<file path="config.mk">
export PLATFORM = sky130hd
export DESIGN_NAME = mem_arbiter
export DESIGN_NICKNAME = d
export VERILOG_FILES = /design/src/rtl/mem_arbiter.sv
export SDC_FILE = /design/constraint.sdc
export NUM_CORES = 1
export LEC_CHECK = 0
export BUFFER_PORTS_ARGS = -buffer_cell sky130_fd_sc_hd__buf_4
export CORE_UTILIZATION = 36
export DETAILED_ROUTE_END_ITERATION = 8
export GPL_ROUTABILITY_DRIVEN = 1
export SETUP_SLACK_MARGIN = 0.15
export SYNTH_ARGS = -nofsm -noshare
export SYNTH_HDL_FRONTEND = slang
export SYNTH_SLANG_ARGS = --single-unit
</file>
<file path="constraint.sdc">
create_clock -name clk -period 6.6 [get_ports clk]
set_input_delay 0.66 -clock clk [delete_from_list [all_inputs] [get_ports clk]]
set_output_delay 0.66 -clock clk [all_outputs]
set_load 0.02 [all_outputs]
</file>
<file path="src/rtl/mem_arbiter.sv">
// Two-port arbiter/sequencer in front of the single-port byte memory.
// Shares it between fetch and load/store, decodes one MMIO output register and flags bad accesses.
module mem_arbiter #(
  parameter int BUS_WIDTH    = 32,
  parameter int MEM_BYTES    = 64,
  parameter int MMIO_ADDR    = 256,
  parameter int STARVE_LIMIT = 4
) (
  input  logic                 clk,
  input  logic                 rst,
  input  logic                 if_req,
  input  logic [BUS_WIDTH-1:0] if_addr,
  output logic                 if_gnt,
  output logic                 if_rvalid,
  output logic [BUS_WIDTH-1:0] if_rdata,
  output logic                 if_err,
  input  logic                 d_req,
  input  logic                 d_we,
  input  logic [BUS_WIDTH-1:0] d_addr,
  input  logic [BUS_WIDTH-1:0] d_wdata,
  input  logic [1:0]           d_size,
  input  logic                 d_sz_ex,
  output logic                 d_gnt,
  output logic                 d_rvalid,
  output logic [BUS_WIDTH-1:0] d_rdata,
  output logic                 d_err,
  output logic [BUS_WIDTH-1:0] m_address,
  output logic [BUS_WIDTH-1:0] m_data_in,
  output logic                 m_wr_en,
  output logic [1:0]           m_mem_size,
  output logic                 m_sz_ex,
  input  logic [BUS_WIDTH-1:0] m_rdata,
  output logic [BUS_WIDTH-1:0] mmio_out,
  output logic                 mmio_wr
);

  localparam int CW = $clog2(STARVE_LIMIT + 1);
  localparam logic [CW-1:0]        LIMIT     = CW'(STARVE_LIMIT);
  localparam logic [BUS_WIDTH:0]   MEM_LIMIT = (BUS_WIDTH + 1)'(MEM_BYTES);
  localparam logic [BUS_WIDTH-1:0] MMIO_A    = BUS_WIDTH'(MMIO_ADDR);
  localparam logic [1:0]           SZ_WORD   = 2'b10;

  typedef enum logic [1:0] {S_IDLE, S_ACCESS, S_RESP} state_t;
  typedef enum logic [1:0] {T_MEM, T_MMIO, T_ERR} tgt_t;

  state_t               state_q, state_d;
  logic [CW-1:0]        starve_q, starve_d;
  logic                 sel_data_q, sel_data_d;
  logic                 we_q, we_d;
  logic [BUS_WIDTH-1:0] addr_q, addr_d;
  logic [BUS_WIDTH-1:0] wdata_q, wdata_d;
  logic [1:0]           size_q, size_d;
  logic                 sz_ex_q, sz_ex_d;
  logic [BUS_WIDTH-1:0] if_rdata_q, if_rdata_d;
  logic [BUS_WIDTH-1:0] d_rdata_q, d_rdata_d;
  logic                 err_q, err_d;
  logic [BUS_WIDTH-1:0] mmio_out_q, mmio_out_d;
  logic                 mmio_wr_q, mmio_wr_d;

  logic [1:0]           nb_m1;
  logic [BUS_WIDTH:0]   last_byte;
  tgt_t                 tgt;
  logic                 fetch_wins;
  logic [BUS_WIDTH-1:0] resp_data;

  // Extra top bit keeps addr + nbytes - 1 from wrapping near the top of the address space.
  always_comb begin
    case (size_q)
      2'b00:   nb_m1 = 2'd0;
      2'b01:   nb_m1 = 2'd1;
      default: nb_m1 = 2'd3;
    endcase
    last_byte = {1'b0, addr_q} + {{(BUS_WIDTH-1){1'b0}}, nb_m1};
    tgt = T_ERR;
    if (size_q != 2'b11) begin
      if (last_byte < MEM_LIMIT) tgt = T_MEM;
      else if (sel_data_q && addr_q == MMIO_A && size_q == SZ_WORD) tgt = T_MMIO;
    end
  end

  always_comb begin
    state_d    = state_q;
    starve_d   = starve_q;
    sel_data_d = sel_data_q;
    we_d       = we_q;
    addr_d     = addr_q;
    wdata_d    = wdata_q;
    size_d     = size_q;
    sz_ex_d    = sz_ex_q;
    if_rdata_d = if_rdata_q;
    d_rdata_d  = d_rdata_q;
    err_d      = err_q;
    mmio_out_d = mmio_out_q;
    mmio_wr_d  = 1'b0;
    resp_data  = '0;
    fetch_wins = if_req && (!d_req || starve_q == LIMIT);

    if (state_q == S_ACCESS) begin
      state_d = S_RESP;
      err_d   = (tgt == T_ERR);
      if (tgt == T_MEM && !(sel_data_q && we_q)) resp_data = m_rdata;
      else if (tgt == T_MMIO && !we_q) resp_data = mmio_out_q;
      if (sel_data_q) d_rdata_d = resp_data;
      else if_rdata_d = resp_data;
      if (tgt == T_MMIO && we_q) begin
        mmio_out_d = wdata_q;
        mmio_wr_d  = 1'b1;
      end
    end else if (d_req && !fetch_wins) begin
      state_d    = S_ACCESS;
      sel_data_d = 1'b1;
      we_d       = d_we;
      addr_d     = d_addr;
      wdata_d    = d_wdata;
      size_d     = d_size;
      sz_ex_d    = d_sz_ex;
      if (!if_req) starve_d = '0;
      else if (starve_q != LIMIT) starve_d = starve_q + CW'(1);
    end else if (if_req) begin
      state_d    = S_ACCESS;
      sel_data_d = 1'b0;
      we_d       = 1'b0;
      addr_d     = if_addr;
      wdata_d    = '0;
      size_d     = SZ_WORD;
      sz_ex_d    = 1'b0;
      starve_d   = '0;
    end else begin
      state_d  = S_IDLE;
      starve_d = '0;
    end
  end

  always_ff @(posedge clk) begin
    if (rst) begin
      state_q    <= S_IDLE;
      starve_q   <= '0;
      sel_data_q <= 1'b0;
      we_q       <= 1'b0;
      addr_q     <= '0;
      wdata_q    <= '0;
      size_q     <= SZ_WORD;
      sz_ex_q    <= 1'b0;
      if_rdata_q <= '0;
      d_rdata_q  <= '0;
      err_q      <= 1'b0;
      mmio_out_q <= '0;
      mmio_wr_q  <= 1'b0;
    end else begin
      state_q    <= state_d;
      starve_q   <= starve_d;
      sel_data_q <= sel_data_d;
      we_q       <= we_d;
      addr_q     <= addr_d;
      wdata_q    <= wdata_d;
      size_q     <= size_d;
      sz_ex_q    <= sz_ex_d;
      if_rdata_q <= if_rdata_d;
      d_rdata_q  <= d_rdata_d;
      err_q      <= err_d;
      mmio_out_q <= mmio_out_d;
      mmio_wr_q  <= mmio_wr_d;
    end
  end

  // Port is parked outside ACCESS; the write strobe is also killed by a reset edge.
  always_comb begin
    m_address  = '0;
    m_data_in  = '0;
    m_wr_en    = 1'b0;
    m_mem_size = SZ_WORD;
    m_sz_ex    = 1'b0;
    if (state_q == S_ACCESS) begin
      m_address  = addr_q;
      m_data_in  = wdata_q;
      m_wr_en    = sel_data_q && we_q && (tgt == T_MEM) && !rst;
      m_mem_size = size_q;
      m_sz_ex    = sz_ex_q;
    end
  end

  assign if_gnt    = (state_q == S_ACCESS) && !sel_data_q;
  assign d_gnt     = (state_q == S_ACCESS) && sel_data_q;
  assign if_rvalid = (state_q == S_RESP) && !sel_data_q;
  assign d_rvalid  = (state_q == S_RESP) && sel_data_q;
  assign if_err    = if_rvalid && err_q;
  assign d_err     = d_rvalid && err_q;
  assign if_rdata  = if_rdata_q;
  assign d_rdata   = d_rdata_q;
  assign mmio_out  = mmio_out_q;
  assign mmio_wr   = mmio_wr_q;

endmodule

</file>
---- Word level (Yosys, flattened, before mapping) ----
Index checks and enable logic that the tools add are counted.
word-level totals
  register bits ........................... 172
  input port bits ......................... 136
  word-level logic and storage cells ...... 91
cells by class
  $add $sub $neg .......................... 2
  order comparisons ....................... 1
  equal/unequal tests ..................... 11
  muxes and demuxes ....................... 28
  bitwise logic cells ..................... 2
  reductions and logical operators ........ 33
operators by type and width
  operator             number
  $mux 32              8
  $add 32x2->33        1
  $lt 33x7->1 const B  1
  $eq 32x9->1 const B  1
  $logic_and 1x1->1    16
  $mux 2               7
  $reduce_and 2->1     5
  $mux 1               9
  $mux 3               3
  $eq 2x1->1 const B   3
  $eq 2x2->1 const B   3
  $logic_not 1->1      6
  $logic_not 2->1      2
  $pmux 2 s2           1
  $reduce_or 2->1      2
  $add 3x1->3 const B  1
  $eq 3x3->1 const B   1
  $ne 3x2->1 const B   1
  $ne 3x3->1 const B   1
  $ne 2x2->1 const B   1
  $not 1->1            2
  $reduce_bool 2->1    1
  $logic_or 1x1->1     1

---- Depth between registers and ports, before layout ----
  depth in word-level cells ............... 10
  depth in mapped cells ................... 11

---- Worst setup path before layout ----
Ideal clock, no wire load.
  kind .................................... register to output
  start point ............................. register size_q[1]
  end point ............................... output port m_wr_en
  arrival time ............................ 2774 ps
  path slack .............................. 3166 ps
  cell stages (with the launch flop) ...... 10
  path buffers ............................ 1
  cell sequence ........................... dfxtp_1 -> ha_1 -> o211ai_1 -> a211o_1 -> nor2_2 -> a31oi_1 -> or4b_1 -> nor4_4 -> buf_4 -> and4_1
between the ends
  cells in the longest elaborated chain, start to end .. 10
  elaborated cells on any way between the ends .. 15
  classes of those cells .................. add/sub (1); order compare (1); eq/ne (3); mux (5); reduce/logical (5)
ends and longest elaborated chain
  element                                        RTL line  RTL
  start: declaration                             52        logic [1:0] size_q, size_d;
  start signal: assignment                       156       size_q <= size_d;
  $eq 2x1->1 or $logic_not 2->1 (tied branches)  68        case (size_q)
  $pmux 2 s2                                     68
  $add 32x2->33                                  73        last_byte = {1'b0, addr_q} + {{(BUS_WIDTH-1){1'b0}}, nb_m1};
  $lt 33x7->1                                    76        if (last_byte < MEM_LIMIT) tgt = T_MEM;
  $mux 2                                         76
  $mux 2 *                                       75        if (size_q != 2'b11) begin
  $logic_not 2->1 *                              176       m_wr_en = sel_data_q && we_q && (tgt == T_MEM) && !rst;
  $logic_and 1x1->1 * (2 in series)              176
  $mux 1 *                                       173       if (state_q == S_ACCESS) begin
  end: declaration                               29        output logic m_wr_en,
Every way passes the cells marked *; elsewhere a longest branch is shown, timed or not.

---- Worst setup path in the final report ----
Same ends and word-level chain as after synthesis.

==> run metrics <==
vias in the first global route 6,606; critical path class reg2out; post-synthesis mux area share 0.0475; Synth Area in Compound Gates 0.214; CP endpoint kind output port; nets@finish 1,248; dpl hpwl 18,500 microns; Slew Limit Headroom 0.192; most common cell after layout, fill and taps aside buf_4; dpl ws 2.53 ns; Synth Area in Adders 0.00507; Synth Register Bits 172; final hold viol count 0; Reg clk slew, reported paths 0.07 ns; grt total ovfl 0; DRT iter0 DRCs 388; pins over their slew limit 0; crit-path cells ha_1 > o211ai_1 > a211o_1 > nor2_2 > a31oi_1 > or4b_1 > nor4_4 > buf_4 > and4_1 > buf_4; Post-Route WL 25,300 microns; fillers 2,006; largest family of logic cells by synthesized area simple AND/OR/NAND/NOR gates; WP buf/inv 2; die area 21,100 sq um; non-filler cells, final 1,392; actual slew at the worst max-slew pin 1.21 ns; PwrDens 235 nW/um^2; layout overhead on the synthesized area 41.1%; root buf cell clkbuf_16; Post-Route Setup TNS 0 ns; post-synthesis sequential area ratio 0.465; Syn Nets 980; Post-CTS Hold Buffers 0; Initial Util 0.367; cell count after synthesis 841; Max Clk Rate 234 MHz; commonest non-fill, non-tap cells in the layout buf_4 (318), dfxtp_1 (172), nand2_1 (84); Post-CTS Resized 0; xor/xnor share of the synthesized area 0.00118; PnR worst setup slack 2.32 ns; mapped cell area 7400 sq um; num rows 52; port bufs 306; Post-CTS Setup Repair Bufs 0; cells on worst reg2reg path 10; required time worst endpoint 5.94 ns; Clock Tree Buf Depth 2; crit-path leading delay family simple AND/OR/NAND/NOR gates; RR Endpoint if_rdata[10]; clock skew 0.00959 ns; Final ANT Viol Nets 0; CP Data Arrival Time 3.62 ns; Final period util 0.648; htree depth 4; total track usage 0.237; placed cells 1,360; post-synthesis cell type count 50; initial antenna violation count 0; final setup fails 0; largest net degree at the start of global routing 77; most frequent cell on the critical path buf_4; Synth top area share 0.465; Fin Hold WS 0.438 ns; clk sink count 172; vias post-DR 7,174; worst r2r src size_q[1]; average wire per standard cell 18.2 microns; I/O pins 307; core footprint 20,200 sq um; share of cells above drive strength 1 0.324; Yosys top cell by area dfxtp_1; Setup crit start size_q[1]; final core utilization 0.518; EDFF count, synth 0; Num CTS Buffers 17; Top FF cell, synth dfxtp_1; FFs w/ async S/R, synth 0; Tmin final 4.28 ns; outcome completed; vias per cell 5.15; Pleak 0.00454 uW; DRC Markers 0; synth warn 0; CP max FO 35; Levels on crit path 10; Die Wd 145 microns; Peak VDD IR 175 uV; Die Ht 145 microns; largest stage delay on the critical path 0.58 ns; CP max-delay cell or4b_1; 1st-pass router iterations 4; Mean Syn Cell Area 8.80 sq um; diode count 0; startpoint types register; clock latency on the worst-skew pair 0.43 ns; Max Cap Viol 0; Simple-Gate Fraction of Synth Area 0.224; worst setup path endpoint m_wr_en; Reg2Reg Setup Slack 2.54 ns; first-pass GRT wire length 39,300 microns; top area cells in the synthesized netlist dfxtp_1 (47%), a22o_1 (7.9%), a211oi_1 (6.6%); CTS tree done; unrepaired setup endpoints after global routing false; gpl congestion 0.872; HP Class in2reg
-- synthesized netlist by cell type, types with 2 or more instances --
| master | instances |
|---|---|
| ha_1 | 3 |
| mux2i_1 | 34 |
| inv_1 | 5 |
| and2_1 | 72 |
| buf_6 | 3 |
| nand4_1 | 8 |
| nand2_1 | 85 |
| dfxtp_1 | 172 |
| nand3_1 | 44 |
| buf_2 | 3 |
| and3_1 | 6 |
| nor2_1 | 77 |
| clkbuf_1 | 54 |
| buf_1 | 6 |
| nor2b_1 | 4 |
| buf_4 | 3 |
| o21ai_0 | 5 |
| a21oi_1 | 70 |
| or3_1 | 2 |
| and4_1 | 4 |
| nor3_1 | 11 |
| a211oi_1 | 65 |
| a22o_1 | 67 |
| nor4_1 | 5 |
| a31oi_1 | 2 |
| nand2b_1 | 3 |
| nor4b_1 | 4 |
| o211ai_1 | 2 |
-- worst min-delay path by stage --
stage,to,slack (ns),cells past startpoint,start
6_report,wdata_q[10],0.44,2,d_wdata[10]
3_3_place_gp,sz_ex_q,0.46,1,sz_ex_q
2_1_floorplan,sz_ex_q,0.43,1,sz_ex_q
4_1_cts,wdata_q[10],0.43,2,d_wdata[10]
3_5_place_dp,sz_ex_q,0.45,1,sz_ex_q
5_1_grt,wdata_q[10],0.43,2,d_wdata[10]
-- final cells by class --
| cell class | instances | area (sq um) | share of cell area |
|---|---|---|---|
| multi-input combinational | 595 | 3680 | 0.352 |
| tap | 270 | 338 | 0.0323 |
| clock buffer | 18 | 439 | 0.0421 |
| clock inverter | 14 | 141 | 0.0135 |
| inverter | 5 | 18.8 | 0.00180 |
| timing repair buffer | 318 | 2390 | 0.229 |
| sequential | 172 | 3440 | 0.330 |
-- cells by family (layout without fill, tap and decap cells) --
group	count (synthesis)	in the layout
adder cells (fa/ha/maj)	3	3
buffers and inverters	74	355
multiplexers	35	35
flip-flops	172	172
AND/OR/NAND/NOR	333	333
AO/OA/AOI/OAI	223	223
XOR/XNOR	1	1
-- state kept, by name, indices dropped and copies added (netlist names), 2 cells and up --
name	cells
if_rdata	32
wdata_q	32
starve_q	3
size_q	2
d_rdata	32
addr_q	32
state_q	2
mmio_out	32
-- power by group --
part,internal [uW],switching (uW),total (uW)
combinational,153,175,328
clock,515,481,996
sequential,1080,51.5,1130
total,1750,708,2460
-- stage by stage --
stage	power (uW)	area, sq um
2_1_floorplan	1320	7400
3_3_place_gp	1490	9860
3_5_place_dp	1490	9860
4_1_cts	2470	10400
5_1_grt	2560	10400
6_report	2460	10400
-- layer usage --
metal / global-route usage / vias to the layer above / share of wire
met3: 0.0461 / 20 / 0.059
met2: 0.383 / 265 / 0.47
met5: 0 / - / 0
met1: 0.322 / 3335 / 0.46
li1: - / 3554 / -
met4: 0.0653 / 0 / 0.011
(Power assumes the default switching activity.)
